## src/rtl/ahb_seq_pkg.sv

```systemverilog
// Shared definitions for the AHB instruction sequencer: field positions, FSM state codes
// and the register-usage decode helpers.
package ahb_seq_pkg;

    localparam int unsigned InstW    = 64;

    localparam int unsigned BitHwrite = 0;
    localparam int unsigned BurstLo   = 1;
    localparam int unsigned SizeLo    = 4;
    localparam int unsigned BitWork   = 7;
    localparam int unsigned BlenLo    = 8;
    localparam int unsigned BitReg    = 18;
    localparam int unsigned Rr1Lo     = 19;
    localparam int unsigned Rr2Lo     = 22;
    localparam int unsigned WrLo      = 25;
    localparam int unsigned AluLo     = 28;
    localparam int unsigned BitRw     = 31;
    localparam int unsigned AddrLo    = 32;

    localparam logic [1:0] StIdle  = 2'd0;
    localparam logic [1:0] StIssue = 2'd1;
    localparam logic [1:0] StStall = 2'd2;

    function automatic logic writes_reg(input logic rw, input logic rsel);
        return rw == rsel;
    endfunction

    function automatic logic reads_rr1(input logic rw, input logic rsel);
        return !(!rw && !rsel);
    endfunction

    function automatic logic reads_rr2(input logic rsel);
        return rsel;
    endfunction

    // True when an instruction with these read fields depends on register wr.
    function automatic logic raw_hazard(input logic rw, input logic rsel, input logic [2:0] rr1,
                                        input logic [2:0] rr2, input logic [2:0] wr);
        return (reads_rr1(rw, rsel) && (rr1 == wr)) || (reads_rr2(rsel) && (rr2 == wr));
    endfunction

    // Bus occupancy in cycles; 9 bits so burst_length 255 yields 257.
    function automatic logic [8:0] beats_init(input logic [2:0] hburst, input logic [7:0] blen);
        if (hburst == 3'd0) begin
            return 9'd2;
        end
        return {1'b0, blen} + 9'd2;
    endfunction

endpackage

```

## src/rtl/ahb_seq_fifo.sv

```systemverilog
// Synchronous FIFO with registered occupancy count; full/empty decode from the count.
module ahb_seq_fifo #(
    parameter int unsigned Depth = 4,
    parameter int unsigned Width = 64
) (
    input  logic                     clk_i,
    input  logic                     rst_ni,
    input  logic                     push_i,
    input  logic [Width-1:0]         data_i,
    input  logic                     pop_i,
    output logic [Width-1:0]         data_o,
    output logic                     full_o,
    output logic                     empty_o,
    output logic [$clog2(Depth):0]   count_o
);

    localparam int unsigned AW = $clog2(Depth);
    localparam logic [AW:0] FullCount = Depth[AW:0];

    logic [Width-1:0] mem_q [Depth];
    logic [AW-1:0]    wr_ptr_q, rd_ptr_q;
    logic [AW:0]      count_q, count_d;
    logic             do_push, do_pop;

    assign full_o  = (count_q == FullCount);
    assign empty_o = (count_q == '0);
    assign count_o = count_q;
    assign data_o  = mem_q[rd_ptr_q];

    // A push into a full FIFO is refused even if a pop frees a slot this cycle.
    assign do_push = push_i && !full_o;
    assign do_pop  = pop_i && !empty_o;

    always_comb begin
        count_d = count_q;
        case ({do_push, do_pop})
            2'b10:   count_d = count_q + 1'b1;
            2'b01:   count_d = count_q - 1'b1;
            default: count_d = count_q;
        endcase
    end

    always_ff @(posedge clk_i or negedge rst_ni) begin
        if (!rst_ni) begin
            wr_ptr_q <= '0;
            rd_ptr_q <= '0;
            count_q  <= '0;
        end else begin
            count_q <= count_d;
            if (do_push) begin
                wr_ptr_q <= wr_ptr_q + 1'b1;
            end
            if (do_pop) begin
                rd_ptr_q <= rd_ptr_q + 1'b1;
            end
        end
    end

    always_ff @(posedge clk_i) begin
        if (do_push) begin
            mem_q[wr_ptr_q] <= data_i;
        end
    end

endmodule

```

## src/rtl/ahb_inst_sequencer.sv

```systemverilog
// Issues buffered 64-bit instructions to the AHB master one at a time, holding each for its
// bus occupancy. Define AHB_SEQ_RAW_STALL_EN to stall only on a true register RAW hazard.
module ahb_inst_sequencer
    import ahb_seq_pkg::*;
#(
    parameter int unsigned DEPTH = 4
) (
    input  logic                    HCLK,
    input  logic                    HRESETn,
    input  logic                    inst_valid,
    input  logic [63:0]             inst_data,
    output logic                    inst_ready,
    input  logic                    HREADY,
    input  logic                    HRESP,
    output logic [63:0]             cpu_inst,
    output logic                    busy,
    output logic                    err,
    input  logic                    err_clr,
    output logic [$clog2(DEPTH):0]  count
);

    logic [1:0]       state_q, state_d;
    logic [InstW-1:0] cur_q, cur_d;
    logic [8:0]       beats_q, beats_d;
    logic             busy_q, busy_d;
    logic             err_q, err_d;
    logic             last_we_q, last_we_d;

    logic [InstW-1:0] head;
    logic             full, empty, pop;
    logic             idle_hazard, stall_after;

    ahb_seq_fifo #(
        .Depth (DEPTH),
        .Width (InstW)
    ) u_fifo (
        .clk_i   (HCLK),
        .rst_ni  (HRESETn),
        .push_i  (inst_valid),
        .data_i  (inst_data),
        .pop_i   (pop),
        .data_o  (head),
        .full_o  (full),
        .empty_o (empty),
        .count_o (count)
    );

    assign inst_ready = !full;
    assign cpu_inst   = cur_q;
    assign busy       = busy_q;
    assign err        = err_q;

`ifdef AHB_SEQ_RAW_STALL_EN
    logic [2:0] last_wr_q, last_wr_d;

    assign idle_hazard = last_we_q &&
        raw_hazard(head[BitRw], head[BitReg], head[Rr1Lo +: 3], head[Rr2Lo +: 3], last_wr_q);
    // Look ahead at the queued head when the writer retires so the bubble costs one cycle.
    assign stall_after = writes_reg(cur_q[BitRw], cur_q[BitReg]) && !empty && head[BitWork] &&
        raw_hazard(head[BitRw], head[BitReg], head[Rr1Lo +: 3], head[Rr2Lo +: 3],
                   cur_q[WrLo +: 3]);
`else
    assign idle_hazard = last_we_q;
    assign stall_after = writes_reg(cur_q[BitRw], cur_q[BitReg]);
`endif

    always_comb begin
        state_d   = state_q;
        cur_d     = cur_q;
        beats_d   = beats_q;
        busy_d    = busy_q;
        last_we_d = last_we_q;
        err_d     = err_q && !err_clr;
        pop       = 1'b0;
`ifdef AHB_SEQ_RAW_STALL_EN
        last_wr_d = last_wr_q;
`endif
        case (state_q)
            StIdle: begin
                if (!empty) begin
                    if (!head[BitWork]) begin
                        pop = 1'b1;
                    end else if (idle_hazard) begin
                        state_d = StStall;
                    end else begin
                        pop     = 1'b1;
                        cur_d   = head;
                        beats_d = beats_init(head[BurstLo +: 3], head[BlenLo +: 8]);
                        busy_d  = 1'b1;
                        state_d = StIssue;
                    end
                end
            end
            StIssue: begin
                if (HRESP) begin
                    err_d     = 1'b1;
                    cur_d     = '0;
                    busy_d    = 1'b0;
                    last_we_d = 1'b0;
                    state_d   = StIdle;
                end else if (HREADY) begin
                    if (beats_q == 9'd1) begin
                        cur_d     = '0;
                        busy_d    = 1'b0;
                        last_we_d = writes_reg(cur_q[BitRw], cur_q[BitReg]);
`ifdef AHB_SEQ_RAW_STALL_EN
                        last_wr_d = cur_q[WrLo +: 3];
`endif
                        state_d   = stall_after ? StStall : StIdle;
                    end else begin
                        beats_d = beats_q - 9'd1;
                    end
                end
            end
            StStall: begin
                last_we_d = 1'b0;
                state_d   = StIdle;
            end
            default: begin
                state_d = StIdle;
            end
        endcase
    end

    always_ff @(posedge HCLK or negedge HRESETn) begin
        if (!HRESETn) begin
            state_q   <= StIdle;
            cur_q     <= '0;
            beats_q   <= '0;
            busy_q    <= 1'b0;
            err_q     <= 1'b0;
            last_we_q <= 1'b0;
        end else begin
            state_q   <= state_d;
            cur_q     <= cur_d;
            beats_q   <= beats_d;
            busy_q    <= busy_d;
            err_q     <= err_d;
            last_we_q <= last_we_d;
        end
    end

`ifdef AHB_SEQ_RAW_STALL_EN
    always_ff @(posedge HCLK or negedge HRESETn) begin
        if (!HRESETn) begin
            last_wr_q <= '0;
        end else begin
            last_wr_q <= last_wr_d;
        end
    end
`endif

endmodule

```

## config.mk

```make
export PLATFORM = sky130hd
export DESIGN_NAME = ahb_inst_sequencer
export DESIGN_NICKNAME = d
export VERILOG_FILES = /design/src/rtl/ahb_seq_pkg.sv /design/src/rtl/ahb_seq_fifo.sv /design/src/rtl/ahb_inst_sequencer.sv
export SDC_FILE = /design/constraint.sdc
export NUM_CORES = 1
export LEC_CHECK = 0
export ABC_AREA = 1
export BUFFER_PORTS_ARGS = -buffer_cell sky130_fd_sc_hd__buf_2
export CAP_MARGIN = 0
export CORE_AREA = 2 2 154 216
export CTS_CLUSTER_DIAMETER = 50
export DETAILED_ROUTE_END_ITERATION = 10
export DIE_AREA = 0 0 156 218
export HOLD_SLACK_MARGIN = 0.03
export PLACE_DENSITY = 0.68
export SYNTH_ARGS = -nofsm -noshare
export SYNTH_HDL_FRONTEND = slang
export SYNTH_HIERARCHICAL = 1
export SYNTH_SLANG_ARGS = --single-unit
```

## constraint.sdc

```tcl
create_clock -name HCLK -period 12.2 [get_ports HCLK]
set_input_delay 1.83 -clock HCLK [delete_from_list [all_inputs] [get_ports HCLK]]
set_output_delay 1.83 -clock HCLK [all_outputs]
set_load 0.005 [all_outputs]
```

==> reports/metrics.cfg <==
[global_route]
grt_max_degree=131
grt_pass1_wl_um=46000
grt_overflow=0
grt_use_total=0.173
first_global_vias=9075
antenna_found_initial=9

[route]
via_count=9008
dr.pass1.iters=5
drt_iter0_markers=443
routed_wl_um=28900
ant_nets=0
drc=0
wl_per_cell_um=15.9
post_drt_via_cell_ratio=4.95

[critical_path]
worstPathRequired_ps=12650
crit-reg2reg-launch=u_fifo/rd_ptr_q[0]$_DFFE_PN0P_
cp-start-kind=register
arrival_ps=3810
path_class=reg2reg
cp_max_fo=130
r2r_slack_ps=8840
cp_top_family=buffers and inverters
cp_slowest_stage_delay_ps=1000
crit_chain=clkinv_4, buf_4, o211ai_1, nand2_1, ha_1, nand3_1, nand2_1, nand3_1, nand2_1, nand2_1, nand2_1
slowest_stage=buf_4
r2r-end=beats_q[7]$_DFFE_PN0P_
reg2reg_depth=11
cp-end-kind=register
critPathBufInv=2
path_common_cell=nand2_1

[final_layout]
fillCellCount=2741
drive_gt1_frac=0.183
multi_input_area_um2=3410
fin_util=0.508
nets=1468
regArea_um2=9790
layout-area-overhead-vs-synth_pct=14.1
design_area_um2=16300

[synth]
yosysTopAreaCell=edfxtp_1
ys_types=30
synthesis.nets=1341
synth_top_area_frac=0.537
avgSynthCellArea_um2=11.3
ys_seq_elements=340
seq_area_frac_synth=0.684
synthCells=1262
ys_warn_count=6
synthTopCellsByArea=edfxtp_1, dfrtp_1, nand2_1
netlist_area_um2=14300

[sta]
max_slew_margin=0.202
drv_slew=0
hold_viol_final=0
setup_viol=0
tightest_slew_ps=1200
fin_crit_ps=3360
rsz0062_at_grt=no
finalCritPeriodShare=0.275
max_clock_freq_mhz=298
finalClockSkew_ps=14.5
fin_tns_setup_ps=0

[cts]
h-tree-depth=2
cts_tree=yes
clock_sinks=340
clock_path_buffers=3
insertion_delay_ps=510
cts-root-buf=clkbuf_16
holdBufCountCts=0
cts_resized=0
cts_buffers=34
cts_setup_buffers=0
path_clk_slew_ps=60

[worst_hold_path]
min_to=cpu_inst[11]$_DFFE_PN0P_
worst_hold_path_type=reg2reg
worstHoldPathCells=2
holdCritStartpoint=cpu_inst[11]$_DFFE_PN0P_

[place]
post-dp-hpwl_um=17100
port_buffers=139
gp_congestion=0.807
dpl_cell_area_um2=15100

[floorplan]
io_pins=140
die_area_um2=34000
dieWidth_um=156
start_util=0.446
die_h_um=218
row_count=78
core_um2=32100

[run]
drv_cap=0

[power]
pwr_density_cell_nw_per_um2=252
power_w=0.00411
ir_drop_mv=0.151
p_leak_nw=7.31

[outcome]
outcome=finished, final reports clean

-- stage by stage --
step	hold WS (ps)	std cells	setup slack [ps]
6_report	463	1818	8840
5_1_grt	493	1818	8390
4_1_cts	470	1815	8770
3_5_place_dp	455	1753	8580
3_3_place_gp	451	1753	8600
2_1_floorplan	465	1262	7060
-- registers in the layout, summed over array words and instances (netlist names) --
name / cells
err: 1
cpu_inst: 64
u_fifo/wr_ptr_q: 2
u_fifo/count_o: 3
state_q: 2
u_fifo/mem_q: 256
beats_q: 9
u_fifo/rd_ptr_q: 2
idle_hazard: 1
-- synthesized netlist by cell type (all sizes together) --
cell type    n
nand2      470
edfxtp     256
inv        178
o211ai     128
dfrtp       84
buf         53
nand3       32
nor2        21
o21ai       12
ha           8
nand4        6
clkbuf       4
a21oi        3
a21o         1
fa           1
nand3b       1
nor3b        1
o21bai       1
xnor2        1
xor2         1
-- worst max-delay path by stage --
stage	startpoint	to	slack, ps	cells past startpoint
3_5_place_dp	inst_valid	u_fifo/mem_q[3][39]$_DFFE_PP_	8580	4
4_1_cts	u_fifo/rd_ptr_q[0]$_DFFE_PN0P_	beats_q[5]$_DFFE_PN0P_	8770	11
6_report	u_fifo/rd_ptr_q[0]$_DFFE_PN0P_	beats_q[7]$_DFFE_PN0P_	8840	11
3_3_place_gp	inst_valid	u_fifo/mem_q[1][39]$_DFFE_PP_	8600	4
5_1_grt	u_fifo/rd_ptr_q[0]$_DFFE_PN0P_	beats_q[5]$_DFFE_PN0P_	8390	11
2_1_floorplan	inst_valid	u_fifo/mem_q[0][0]$_DFFE_PP_	7060	2
-- routing by layer --
layer	routed length [um]	track usage
met5	62	0
met2	14600	0.309
met1	11800	0.200
met4	998	0.0728
met3	1510	0.0393
-- where the power goes --
part | total, W | switching, W | internal, W
Clock | 0.00107 | 0.000420 | 0.000646
Sequential | 0.00166 | 0.000109 | 0.00155
Combinational | 0.00139 | 0.000958 | 0.000428
Total | 0.00411 | 0.00149 | 0.00262
-- final cells by class --
class / instances / share of cell area
Inverter: 178 / 0.0413
Antenna cell: 3 / 0.000460
Clock inverter: 19 / 0.0127
Clock buffer: 43 / 0.0587
Sequential cell: 340 / 0.600
Multi-Input combinational cell: 687 / 0.209
Tap cell: 400 / 0.0307
Timing Repair Buffer: 148 / 0.0469
-- worst min-delay path, cell delays in order (launching register included) --
cell and delay [ps]:
dfrtp_1 340, nand2_1 50, nand2_1 40
-- cells by family (layout without fill, tap and decap cells) --
kind of cell | after synthesis | after routing | synth area share
compound gates | 145 | 145 | 0.0740
xor+xnor | 2 | 2 | 0.00122
fa+ha+maj | 9 | 9 | 0.00840
buf+inv | 235 | 388 | 0.0791
flops | 340 | 340 | 0.684
other cells | 0 | 3 | 0
simple gates | 531 | 531 | 0.153
-- layout by cell type, fill, tap and decap left out, types with 3 or more instances in the layout --
cell / instances
buf_2: 138
buf_4: 10
bufinv_16: 4
clkbuf_1: 5
clkbuf_16: 37
clkinv_1: 5
clkinv_2: 5
dfrtp_1: 83
diode_2: 3
edfxtp_1: 256
ha_1: 8
inv_1: 171
inv_2: 6
nand2_1: 430
nand2_2: 40
nand3_1: 30
nand4_1: 6
nor2_1: 15
nor2_4: 5
o211ai_1: 128
o21ai_0: 11
No activity file was read; power rests on OpenSTA's default activity.
